### src/rtl/gost_89_gamma_ctrl.sv
// Gamma-mode sequencer around an external encrypt-only GOST 28147-89 block core.
// Define GOST_GAMMA_FEEDBACK_EN to add gamma-with-feedback (selected by fb_mode at iv_load).
module gost_89_gamma_ctrl (
    input  logic         clk,
    input  logic         rst,
    input  logic         key_load,
    input  logic [255:0] key,
    input  logic         iv_load,
    input  logic [63:0]  iv,
    input  logic         in_valid,
    output logic         in_ready,
    input  logic [63:0]  in_data,
    input  logic         dec,
    output logic         out_valid,
    input  logic         out_ready,
    output logic [63:0]  out_data,
    output logic         sync_ok,
    output logic         err,
    output logic         core_load,
    output logic         core_mode,
    output logic         core_kload,
    output logic [255:0] core_key,
    output logic [63:0]  core_pdata,
    input  logic         core_done,
    input  logic [63:0]  core_cdata,
    input  logic         fb_mode
);

    localparam logic [2:0] IDLE     = 3'd0;
    localparam logic [2:0] PRE_LOAD = 3'd1;
    localparam logic [2:0] PRE_WAIT = 3'd2;
    localparam logic [2:0] READY    = 3'd3;
    localparam logic [2:0] BLK_LOAD = 3'd4;
    localparam logic [2:0] BLK_WAIT = 3'd5;
    localparam logic [2:0] OUT_HOLD = 3'd6;

    localparam logic [31:0] C1 = 32'h0101_0101;
    localparam logic [32:0] C2 = 33'h0_0101_0104;
    // Counter is cleared on the load cycle L, so it reads 32 in cycle L+33.
    localparam logic [5:0]  CAPTURE_CNT = 6'd32;

    logic [2:0]   state_reg;
    logic [5:0]   cnt_reg;
    logic [31:0]  n3_reg;
    logic [31:0]  n4_reg;
    logic [63:0]  in_lat_reg;
    logic [63:0]  out_data_reg;
    logic         out_valid_reg;
    logic         core_load_reg;
    logic         core_kload_reg;
    logic [255:0] core_key_reg;
    logic [63:0]  core_pdata_reg;
    logic         sync_ok_reg;
    logic         err_reg;

    logic [31:0]  n3_next;
    logic [32:0]  n4_sum;
    logic [31:0]  n4_next;
    logic         key_accept;
    logic         iv_accept;
    logic         at_capture;
    logic         blk_start;
    logic         blk_capture;
    logic         use_fb;
    logic [63:0]  fb_pdata;

    assign key_accept  = key_load && (state_reg == IDLE || state_reg == READY);
    assign iv_accept   = iv_load && !key_accept;
    assign at_capture  = (cnt_reg == CAPTURE_CNT);
    assign blk_start   = !key_accept && !iv_accept && state_reg == READY && in_valid;
    assign blk_capture = !key_accept && !iv_accept && state_reg == BLK_WAIT && at_capture;

    // n4 steps modulo 2^32-1: an end-around carry folds bit 32 back into bit 0.
    assign n3_next = n3_reg + C1;
    assign n4_sum  = {1'b0, n4_reg} + C2;
    assign n4_next = n4_sum[32] ? (n4_sum[31:0] + 32'd1) : n4_sum[31:0];

`ifdef GOST_GAMMA_FEEDBACK_EN
    logic         fb_mode_reg;
    logic [63:0]  fb_reg;
    logic         dec_reg;

    assign use_fb   = fb_mode_reg;
    assign fb_pdata = fb_reg;

    always_ff @(posedge clk or posedge rst) begin
        if (rst) begin
            fb_mode_reg <= 1'b0;
            fb_reg      <= 64'd0;
            dec_reg     <= 1'b0;
        end else if (iv_accept) begin
            fb_mode_reg <= fb_mode;
            fb_reg      <= iv;
        end else if (blk_start) begin
            dec_reg <= dec;
        end else if (blk_capture && fb_mode_reg) begin
            // Feedback always carries the ciphertext, whichever direction we run.
            fb_reg <= dec_reg ? in_lat_reg : (in_lat_reg ^ core_cdata);
        end
    end
`else
    logic unused_fb_inputs;

    assign use_fb           = 1'b0;
    assign fb_pdata         = 64'd0;
    assign unused_fb_inputs = fb_mode ^ dec;
`endif

    always_ff @(posedge clk or posedge rst) begin
        if (rst) begin
            state_reg      <= IDLE;
            cnt_reg        <= 6'd0;
            n3_reg         <= 32'd0;
            n4_reg         <= 32'd0;
            in_lat_reg     <= 64'd0;
            out_data_reg   <= 64'd0;
            out_valid_reg  <= 1'b0;
            core_load_reg  <= 1'b0;
            core_kload_reg <= 1'b0;
            core_key_reg   <= 256'd0;
            core_pdata_reg <= 64'd0;
            sync_ok_reg    <= 1'b0;
            err_reg        <= 1'b0;
        end else begin
            core_load_reg  <= 1'b0;
            core_kload_reg <= 1'b0;
            if (key_accept) begin
                core_kload_reg <= 1'b1;
                core_key_reg   <= key;
                sync_ok_reg    <= 1'b0;
                state_reg      <= IDLE;
            end else if (iv_accept) begin
                core_load_reg  <= 1'b1;
                core_pdata_reg <= iv;
                sync_ok_reg    <= 1'b0;
                out_valid_reg  <= 1'b0;
                state_reg      <= PRE_LOAD;
            end else begin
                case (state_reg)
                    PRE_LOAD: begin
                        cnt_reg   <= 6'd0;
                        state_reg <= PRE_WAIT;
                    end
                    PRE_WAIT: begin
                        if (at_capture) begin
                            n4_reg      <= core_cdata[63:32];
                            n3_reg      <= core_cdata[31:0];
                            sync_ok_reg <= 1'b1;
                            if (!core_done)
                                err_reg <= 1'b1;
                            state_reg <= READY;
                        end else begin
                            cnt_reg <= cnt_reg + 6'd1;
                        end
                    end
                    READY: begin
                        if (in_valid) begin
                            in_lat_reg    <= in_data;
                            core_load_reg <= 1'b1;
                            if (use_fb) begin
                                core_pdata_reg <= fb_pdata;
                            end else begin
                                n3_reg         <= n3_next;
                                n4_reg         <= n4_next;
                                core_pdata_reg <= {n4_next, n3_next};
                            end
                            state_reg <= BLK_LOAD;
                        end
                    end
                    BLK_LOAD: begin
                        cnt_reg   <= 6'd0;
                        state_reg <= BLK_WAIT;
                    end
                    BLK_WAIT: begin
                        if (at_capture) begin
                            out_data_reg  <= in_lat_reg ^ core_cdata;
                            out_valid_reg <= 1'b1;
                            if (!core_done)
                                err_reg <= 1'b1;
                            state_reg <= OUT_HOLD;
                        end else begin
                            cnt_reg <= cnt_reg + 6'd1;
                        end
                    end
                    OUT_HOLD: begin
                        if (out_ready) begin
                            out_valid_reg <= 1'b0;
                            state_reg     <= READY;
                        end
                    end
                    default: state_reg <= IDLE;
                endcase
            end
        end
    end

    assign in_ready   = (state_reg == READY);
    assign out_valid  = out_valid_reg;
    assign out_data   = out_data_reg;
    assign sync_ok    = sync_ok_reg;
    assign err        = err_reg;
    assign core_load  = core_load_reg;
    assign core_mode  = 1'b0;
    assign core_kload = core_kload_reg;
    assign core_key   = core_key_reg;
    assign core_pdata = core_pdata_reg;

endmodule

### config.mk
export PLATFORM = sky130hd
export DESIGN_NAME = gost_89_gamma_ctrl
export DESIGN_NICKNAME = d
export VERILOG_FILES = /design/src/rtl/gost_89_gamma_ctrl.sv
export SDC_FILE = /design/constraint.sdc
export NUM_CORES = 1
export LEC_CHECK = 0
export ABC_AREA = 1
export BUFFER_PORTS_ARGS = -buffer_cell sky130_fd_sc_hd__buf_4
export CAP_MARGIN = 10
export CORE_AREA = 8 8 328 330
export DETAILED_ROUTE_END_ITERATION = 12
export DIE_AREA = 0 0 336 338
export SLEW_MARGIN = 10
export SYNTH_ARGS = -nofsm -noshare
export SYNTH_HDL_FRONTEND = slang
export SYNTH_SLANG_ARGS = --single-unit
### constraint.sdc
create_clock -name clk -period 23.8 [get_ports clk]
set_input_delay 2.38 -clock clk [delete_from_list [all_inputs] [get_ports clk]]
set_output_delay 2.38 -clock clk [all_outputs]
set_load 0.01 [all_outputs]
==> impl_metrics.ini <==
[clock_network]
hold_buffers = 0
cts_setup_buffers = 0
clk_latency_ns = 0.63
h-tree-depth = 3
cts_made_buffers = 66
cts_sinks = 526
tritoncts = yes
ctsResizeCount = 0
cts.clk_slew.worst_paths_ns = 0.06
clock_path_buffers = 3
cts_root_buffer = clkbuf_16

[logic_synthesis]
synth_cell_types = 49
synth-seq-cells = 526
synth_area_mm2 = 0.0238
syn_inst = 2930
syn-num-nets = 3393
synth_area_per_cell_um2 = 8.11
yosysSeqAreaShare_pct = 55.4
ys_warn_count = 0

[flow_run]
max_cap_viol_count = 0

[setup_path]
reg2reg_depth = 9
end_kind = async pin
worstPathMaxFanout = 149
crit_path_end = n4_reg[4]
worstPathRequired_ns = 24.42
reg2reg_slack_ns = 19.80
setup.worst_path.start = rst
start_kind = primary input
r2r-start = state_reg[1]
reg2reg_to = core_key[168]
cp.arrival_ns = 5.67
critPathKind = primary input to async pin

[sta]
setup-tns-final_ns = 0
slew_headroom_pct = 29.8
max_freq_mhz = 198
fin_crit_sh_pct = 21.2
timing.final.hold_violations = 0
worst-slew-pin-transition_ns = 1.05
layout_min_cycle_time_ns = 5.05
maxSlewViolCount = 0
fin_worst_skew_ns = 0.0262
setup_viol = 0
rsz0062_at_grt = no

[global_routing]
grt_max_degree = 150
grt_use_met1_pct = 20.7
track_usage_pct = 21.0
grt-ovfl-total = 0
antenna_found_initial = 74
grt_pass1_vias = 23100
grt_pass1_wl_um = 171000
grtUsageMet2_pct = 38.1
top_usage_layer = met2
use_met3_pct = 8.24

[die]
die_h_um = 338
die_w_um = 336
num_rows = 118
core_area_mm2 = 0.103
die_area_mm2 = 0.114
start_util_pct = 23.2
num_io_pins = 848

[pwr]
p_leak_uw = 0.0174
power_density_mw_per_mm2 = 129
ir_drop_v = 0.0000735

[drt]
drt_iter0_markers = 1783
vias = 22900
viasPerCell = 4.41
wl_per_cell_um = 24.0
post-route-drc-count = 0
totalWireLength_um = 124000
antenna_left = 0
drtPass1Iterations = 5

[place]
dpl.hpwl_um = 99100
finalWeightedCongestion = 0.984
port_buffers = 844

[cells_and_area]
largest_register_ffs = 256
fin_util_pct = 32.8
final_nets = 4189
area_delta_synth_final_pct = 41.6
final_layout_size_suffix_gt1_share_pct = 27.3

[outcome]
status = completed

[hold_path]
holdCritPathClass = flop to flop
==> how the worst min path moves through the flow <==
stage                        startpoint             to  depth (start not counted)
after floorplan              n4_reg[31]     n4_reg[31]                          2
after global placement    core_key[226]  core_key[226]                          2
after detailed placement  core_key[191]  core_key[191]                          2
after CTS                 core_key[191]  core_key[191]                          2
after global routing       core_key[25]   core_key[25]                          2
final                     core_key[191]  core_key[191]                          2
==> cells by family (layout without fill, tap and decap cells) <==
group,after synthesis,after routing,share of synthesized area [%]
xor+xnor,105,105,3.93
compound gates,248,248,5.97
simple gates,1789,1789,30.2
other cells,1,33,0.0158
fa+ha+maj,6,6,0.316
flops,526,526,55.4
buf+inv,255,1096,4.22
==> stage by stage <==
step | setup WS, ns | area [um^2] | power (uW) | cells | hold slack [ns]
after global routing | 18.24 | 33600 | 4640 | 5174 | 0.499
after detailed placement | 17.95 | 31500 | 3360 | 5038 | 0.466
after CTS | 18.65 | 33600 | 4390 | 5151 | 0.482
after floorplan | 6.72 | 23800 | 2410 | 2930 | 0.453
final | 18.75 | 33700 | 4340 | 5183 | 0.480
after global placement | 17.95 | 31500 | 3340 | 5038 | 0.465
==> routing by layer <==
| layer | part of all wire, % | up-vias | routed length (um) |
|---|---|---|---|
| li1 | - | 10800 | - |
| met1 | 33 | 10900 | 41200 |
| met2 | 51 | 852 | 63700 |
| met3 | 9.7 | 255 | 12100 |
| met4 | 5.9 | 8 | 7310 |
| met5 | 0.041 | - | 51 |
==> cell usage in the layout, fill, tap and decap left out, types with 3 or more instances in the layout <==
master and instances:
dfrtp_1 526, clkinvlp_4 3, diode_2 32, nand2_1 1427
clkbuf_8 9, xnor2_1 68, clkinv_2 9, nand3b_1 5
o211ai_1 24, clkbuf_1 15, inv_6 6, a21oi_1 32
o21a_1 3, a22o_1 4, ha_1 6, nand3_2 5
nand4_1 15, nand3_1 123, nor3_1 16, inv_2 10
inv_1 104, o21ai_1 7, xor2_1 35, nand2_2 13
nand2_4 4, buf_4 864, or2_2 3, o21bai_1 6
nor2_1 149, nor2_2 13, a22oi_1 4, a31oi_1 6
o21ai_0 130, o22ai_1 22, clkbuf_16 68, nor2_4 5
a21o_1 3
==> Yosys cell counts (all sizes together) <==
cell / number / area [um^2]
a21o: 3 / 22.5
a21oi: 33 / 169
a22o: 4 / 35.0
a22oi: 4 / 30.0
a31oi: 6 / 37.5
a32oi: 1 / 8.76
and2: 1 / 6.26
buf: 40 / 193
clkbuf: 97 / 364
conb: 1 / 3.75
dfrtp: 526 / 13200
ha: 6 / 75.1
inv: 118 / 445
nand2: 1444 / 5480
nand3: 130 / 693
nand3b: 5 / 37.5
nand4: 15 / 93.8
nor2: 168 / 709
nor3: 19 / 116
nor3b: 2 / 15.0
nor4: 2 / 12.5
o211ai: 24 / 180
o21a: 3 / 22.5
o21ai: 137 / 686
o21bai: 6 / 45.0
o221ai: 2 / 17.5
o22ai: 23 / 150
o311ai: 1 / 8.76
o31ai: 1 / 7.51
or2: 3 / 18.8
xnor2: 68 / 596
xor2: 37 / 339
==> layout make-up <==
cell class / count / area, um^2
Tap cell: 1380 / 1730
Timing Repair Buffer: 865 / 6510
Clock buffer: 92 / 1880
Sequential cell: 526 / 13200
Clock inverter: 21 / 201
Multi-Input combinational cell: 2149 / 9640
Inverter: 118 / 462
Fill cell: 10900 / 68900
Antenna cell: 32 / 80.1
==> power by group <==
part	internal (uW)	switching, uW
clock network	568	428
registers	1260	271
logic	699	1110
total	2530	1810
==> worst max-delay path, cell delays in order <==
cell	delay [ns]
buf_4	0.13
inv_8	0.45
buf_12	0.68
buf_4	0.85
buf_4	0.87
(Power assumes the default switching activity.)
